### config.mk
export PLATFORM = sky130hd
export DESIGN_NAME = sort_check_cmp
export DESIGN_NICKNAME = d
export VERILOG_FILES = /design/src/rtl/sort_check_pkg.sv /design/src/rtl/sort_check_cmp.sv
export SDC_FILE = /design/constraint.sdc
export NUM_CORES = 1
export LEC_CHECK = 0
export ABC_AREA = 1
export BUFFER_PORTS_ARGS = -buffer_cell sky130_fd_sc_hd__buf_2
export CAP_MARGIN = 20
export CORE_UTILIZATION = 37
export DETAILED_ROUTE_END_ITERATION = 16
export PLACE_DENSITY = 0.83
export SLEW_MARGIN = 20
export SYNTH_ARGS = -nofsm -noshare
export SYNTH_HDL_FRONTEND = slang
export SYNTH_SLANG_ARGS = --single-unit
### constraint.sdc
create_clock -name vclk -period 1.3
set_input_delay 0.13 -clock vclk [all_inputs]
set_output_delay 0.13 -clock vclk [all_outputs]
set_load 0.02 [all_outputs]
### src/rtl/sort_check_pkg.sv
// Shared definitions for the sort-order checker: FSM encoding, word width, address step.
package sort_check_pkg;

  localparam int unsigned WORD_W    = 32;
  localparam int unsigned LAT_CNT_W = 3;   // enough for READ_LATENCY up to 4
  localparam logic [WORD_W-1:0] ADDR_STEP = 32'd4;

  typedef enum logic [1:0] {
    StIdle,
    StReq,
    StWait,
    StFin
  } state_e;

  // Force a byte address onto a word boundary.
  function automatic logic [WORD_W-1:0] word_align(input logic [WORD_W-1:0] addr);
    return {addr[WORD_W-1:2], 2'b00};
  endfunction

endpackage

### src/rtl/sort_check_cmp.sv
// Combinational order check of two adjacent words.
// SORT_CHECK_SIGNED_EN selects two's-complement compare; otherwise unsigned.
module sort_check_cmp
  import sort_check_pkg::*;
#(
  parameter bit ALLOW_EQUAL = 1'b0
) (
  input  logic [WORD_W-1:0] prev_i,
  input  logic [WORD_W-1:0] cur_i,
  output logic              in_order_o
);

  logic greater;
  logic equal;

  // cur must exceed prev, or match it when equal neighbours are allowed
  always_comb begin
`ifdef SORT_CHECK_SIGNED_EN
    greater = $signed(cur_i) > $signed(prev_i);
`else
    greater = cur_i > prev_i;
`endif
    equal      = (cur_i == prev_i);
    in_order_o = greater | (ALLOW_EQUAL & equal);
  end

endmodule

==> flow_summary.json, run 1 <==
{
  "status": "finished, violations left",
  "violations": "negative setup slack",
  "vdd_drop_max_v": 0.000149,
  "synth-simple-area-share": 0.259,
  "worstPathRequired_ps": 1170,
  "grt_overflow": 0,
  "p_int_uw": 198,
  "pre_cts_ws_ps": -158,
  "ys_types": 17,
  "first_iter_violations": 4,
  "setup_ws_ps": -103,
  "initial_utilization": 0.396,
  "cp_common_cell": "nor3_2",
  "area_growth_pct": 50.7,
  "fin_util": 0.596,
  "pwr-share-seq": 0,
  "holdBufCountCts": 0,
  "yosys_warnings": 0,
  "num_rows": 17,
  "worst_pin_slew_ps": 185,
  "switching_share": 0.483,
  "grt_util_all_layers": 0.156,
  "grt_max_degree": 4,
  "combPwrFrac": 1.000,
  "seq_cell_count": 0,
  "fmax_mhz": 713,
  "clock_buffer_count": 0,
  "hold_viol": 0,
  "ff_latch_area_sq_um": 0,
  "final_cell_mix": "buf_2, inv_1, nand2_1",
  "hold_class": "in2out",
  "dieArea_sq_um": 2590,
  "maxCapViolations": 0,
  "drive_gt1_frac": 0.417,
  "num_vias": 1029,
  "synth_area_sq_um": 883,
  "fin_area_sq_um": 1330,
  "cpMaxStageDelayCell": "ha_4",
  "die_w_um": 50.9,
  "grt_pass1_wl_mm": 3.28,
  "synth_xor_area_frac": 0,
  "final_common_cell": "buf_2",
  "place_congestion": 0.705,
  "ant_nets": 0,
  "p_leak_uw": 0.000857,
  "synth-compound-area-share": 0.122,
  "fin_crit_sh": 1.08,
  "synthAdderAreaFrac": 0.453,
  "postCtsSetupBuffers": 0,
  "yosys-mux-area-fraction": 0,
  "start_kind": "input port",
  "chipHeight_um": 50.9,
  "yosysSeqAreaShare": 0,
  "coreArea_sq_um": 2230,
  "relSlewSlack": 0.876,
  "grt_pass1_vias": 912,
  "postPlaceCellArea_sq_um": 1250,
  "antenna_found_initial": 0,
  "rsz0062_at_grt": "true",
  "wl_mm": 1.86,
  "drt_pass1_iterations": 4,
  "crit_path_cell_trace": "buf_2 > inv_1 > ha_4 > nand2_2 > nor3_2 > nand3_1 > nor3_2 > a21oi_2 > buf_4",
  "setup_viol": 1,
  "p_clk_frac": 0,
  "syn_inst": 140,
  "via_per_inst": 4.40,
  "cp_max_fo": 3,
  "ios": 65,
  "crit_family": "simple AND/OR/NAND/NOR gates",
  "synth_nets": 236,
  "period_minus_slack_ps": 1400,
  "slowest_delay_ps": 270,
  "slew_violations": 0,
  "dp_hpwl_mm": 1.72,
  "power.density_nw_per_um2": 287,
  "path_buf_inv": 3,
  "drc": 0,
  "arrival_ps": 1270,
  "synth_top_family_by_area": "adder cells",
  "switchingPower_uw": 185,
  "post_drt_wl_per_cell_um": 7.97,
  "worst-setup-path-type": "in2out",
  "port-buffer-count": 65,
  "finalNetCount": 304,
  "num_antenna_cells": 0,
  "synth.avg_cell_area_sq_um": 6.31,
  "endpoint_kind": "output port"
}
-- metrics by stage --
stage               std cells  power [uW]  hold WS, ps  TNS (ps)
floorplan                 140         212          736         0
finish                    234         383          943      -103
CTS                       234         377          955      -101
global route              234         449          991      -196
detailed placement        234         353          953      -158
global placement          234         342          953      -155
-- cell usage after synthesis, drive strengths merged --
master | instances | area [sq um]
o21a | 2 | 15.0
a21oi | 15 | 75.1
inv | 39 | 146
a21o | 1 | 7.51
nand4 | 2 | 18.8
nor3 | 2 | 15.0
o21ai | 2 | 10.0
ha | 32 | 400
nand3 | 3 | 15.0
nor2 | 9 | 48.8
nand2 | 33 | 131
-- layer usage --
layer  global-route usage  wire length, um
met4                    0                0
met2                0.342              957
met1                0.168              799
met3              0.00595              108
met5                    0                0
-- final timing paths --
path | slack [ps] | cells past startpoint | endpoint | start
setup / recovery | -100 | 9 | in_order_o | prev_i[15]
hold / removal | 940 | 6 | in_order_o | cur_i[16]
-- cell type report --
| cell class | instances | area [sq um] |
|---|---|---|
| fillers | 222 | 902 |
| multi-input cells | 101 | 815 |
| repair buffers | 66 | 335 |
| inverters | 39 | 146 |
| well taps | 28 | 35.0 |
-- kinds of logic after synthesis --
family,after synthesis
adders and majority gates,32
AOI/OAI and AO/OA,20
and+or+nand+nor,49
buffers and inverters,39
-- power groups by stage --
stage / registers (uW) / logic [uW] / clock network (uW)
detailed placement: 0 / 353 / 0
global placement: 0 / 342 / 0
global route: 0 / 449 / 0
CTS: 0 / 377 / 0
finish: 0 / 383 / 0
floorplan: 0 / 212 / 0
-- timing repair --
action | in CTS | in global routing
cloned | 0 | 0
setup endpoints to repair | 1 | 1
pin swaps | 3 | 1
gates resized for setup | 7 | 5
Power figures use the tool's default switching activity.
==> inputs of run 2 (changes only) <==
--- a/config.mk
+++ b/config.mk
@@ -6,11 +6,12 @@
 export NUM_CORES = 1
 export LEC_CHECK = 0
 export ABC_AREA = 1
-export BUFFER_PORTS_ARGS = -buffer_cell sky130_fd_sc_hd__buf_2
 export CAP_MARGIN = 20
 export CORE_UTILIZATION = 37
 export DETAILED_ROUTE_END_ITERATION = 16
-export PLACE_DENSITY = 0.83
+export DONT_BUFFER_PORTS = 1
+export PLACE_DENSITY = 0.6
+export SETUP_SLACK_MARGIN = 0.2
 export SLEW_MARGIN = 20
 export SYNTH_ARGS = -nofsm -noshare
 export SYNTH_HDL_FRONTEND = slang
==> run 2 against run 1 <==
Against the previous run: the flow now finishes without violations; largest cell class unchanged; die area unchanged; clock-buffer cell count did not move; flip-flop and latch count unchanged; via count fell by 16%; sequential share of layout area unchanged; critical path depth down 1; largest power group unchanged.
==> flow_summary.json, run 2 (same netlist as run 1, synthesis figures left out) <==
{
  "status": "finished clean",
  "slew_violations": 0,
  "busiest_layer": "met2",
  "ios": 65,
  "grtUsageMet3": 0.00298,
  "chipHeight_um": 50.9,
  "hold_class": "in2out",
  "grt_util_all_layers": 0.135,
  "fin_util": 0.589,
  "hold_viol": 0,
  "p_leak_uw": 0.000633,
  "fin_area_sq_um": 1320,
  "holdBufCountCts": 0,
  "worst-setup-path-type": "in2out",
  "slowest_delay_ps": 290,
  "final_cell_mix": "inv_1, nand2_1, ha_4",
  "min_delay_path_depth": 5,
  "num_rows": 17,
  "num_vias": 863,
  "place_congestion": 0.749,
  "initial_utilization": 0.396,
  "endpoint_kind": "output port",
  "post_drt_wl_per_cell_um": 12.0,
  "vdd_drop_max_v": 0.000192,
  "finalNetCount": 240,
  "met1_usage": 0.156,
  "drc": 0,
  "period_minus_slack_ps": 1260,
  "worstPathRequired_ps": 1170,
  "fmax_mhz": 793,
  "crit_path_cell_trace": "inv_1 > ha_4 > nand2_4 > nor3_4 > nand2_1 > nand2_1 > nand2_2 > a21oi_4",
  "first_iter_violations": 5,
  "dieArea_sq_um": 2590,
  "cp_max_fo": 3,
  "final_cell_count_no_fill": 170,
  "fin_crit_sh": 0.970,
  "setup_ws_ps": 38.7,
  "worst_pin_slew_ps": 206,
  "wl_mm": 2.05,
  "drive_gt1_frac": 0.394,
  "multiInputGateArea_sq_um": 1090,
  "grt_pass1_vias": 742,
  "dp_hpwl_mm": 1.65,
  "placed_cells": 169,
  "maxCapViolations": 0,
  "die_w_um": 50.9,
  "fillCellCount": 202,
  "antenna_found_initial": 0,
  "rsz0062_at_grt": "true",
  "cp_common_cell": "nand2_1",
  "grtUsageMet2": 0.284,
  "coreArea_sq_um": 2230,
  "final_common_cell": "inv_1",
  "grt_overflow": 0,
  "port-buffer-count": 0,
  "num_antenna_cells": 0,
  "pre_cts_ws_ps": 0.153,
  "grt_max_degree": 4,
  "clock_buffer_count": 0,
  "drt_pass1_iterations": 4,
  "arrival_ps": 1130,
  "ant_nets": 0,
  "seq_cell_count": 0,
  "cpMaxStageDelayCell": "ha_4",
  "power.density_nw_per_um2": 305,
  "start_kind": "input port",
  "via_per_inst": 5.08,
  "setup_viol": 0,
  "postPlaceCellArea_sq_um": 1050,
  "grt_pass1_wl_mm": 2.83,
  "area_growth_pct": 49.0,
  "relSlewSlack": 0.862,
  "ff_latch_area_sq_um": 0
}
## run 2: changes by cell type in the layout (fill, tap and decap cells not counted), moves of 4 or more
cell	previous run	this run
nand2_2	4	8
buf_2	64	0
nand2_1	29	21
inv_1	37	28
ha_1	28	11
ha_4	4	21
inv_2	2	6
nand2_4	0	4
## run 2: critical path: cells and delay by family
family	cells	cell delay, ps
fa+ha+maj	1	290
compound gates	1	220
simple gates	5	450
buf+inv	1	50
## run 2: path summary, 6_finish.rpt
kind	start	to	slack (ps)
max	prev_i[15]	in_order_o	40
min	cur_i[17]	in_order_o	730
## run 2: metrics by stage
step	hold slack (ps)	power [uW]	setup TNS, ps
global route	746	463	-22.8
detailed placement	781	295	0
finish	727	402	0
CTS	775	315	0
floorplan	747	243	0
global placement	776	282	0
## run 2: metal layers
layer / vias up / wire length, um / share of wire
li1: 446 / - / -
met1: 377 / 733 / 0.36
met3: 0 / 121 / 0.059
met2: 40 / 1190 / 0.58
met5: - / 0 / 0
met4: 0 / 0 / 0
## run 2: layout make-up
cell class         instances  share of cell area
multi-input cells        101               0.828
inverters                 39               0.134
well taps                 28              0.0266
repair buffers             2              0.0114
## run 2: where the power goes
part | leakage (uW) | switching [uW] | total, uW | internal (uW)
Combinational | 0.000633 | 201 | 402 | 201
Sequential | 0 | 0 | 0 | 0
Clock | 0 | 0 | 0 | 0
## run 2: repair_timing
action / in CTS / in global routing
endpoints found under the setup margin: 1 / 1
setup buffers: 1 / 0
pin swaps: 13 / 23
gates resized for setup: 6 / 35
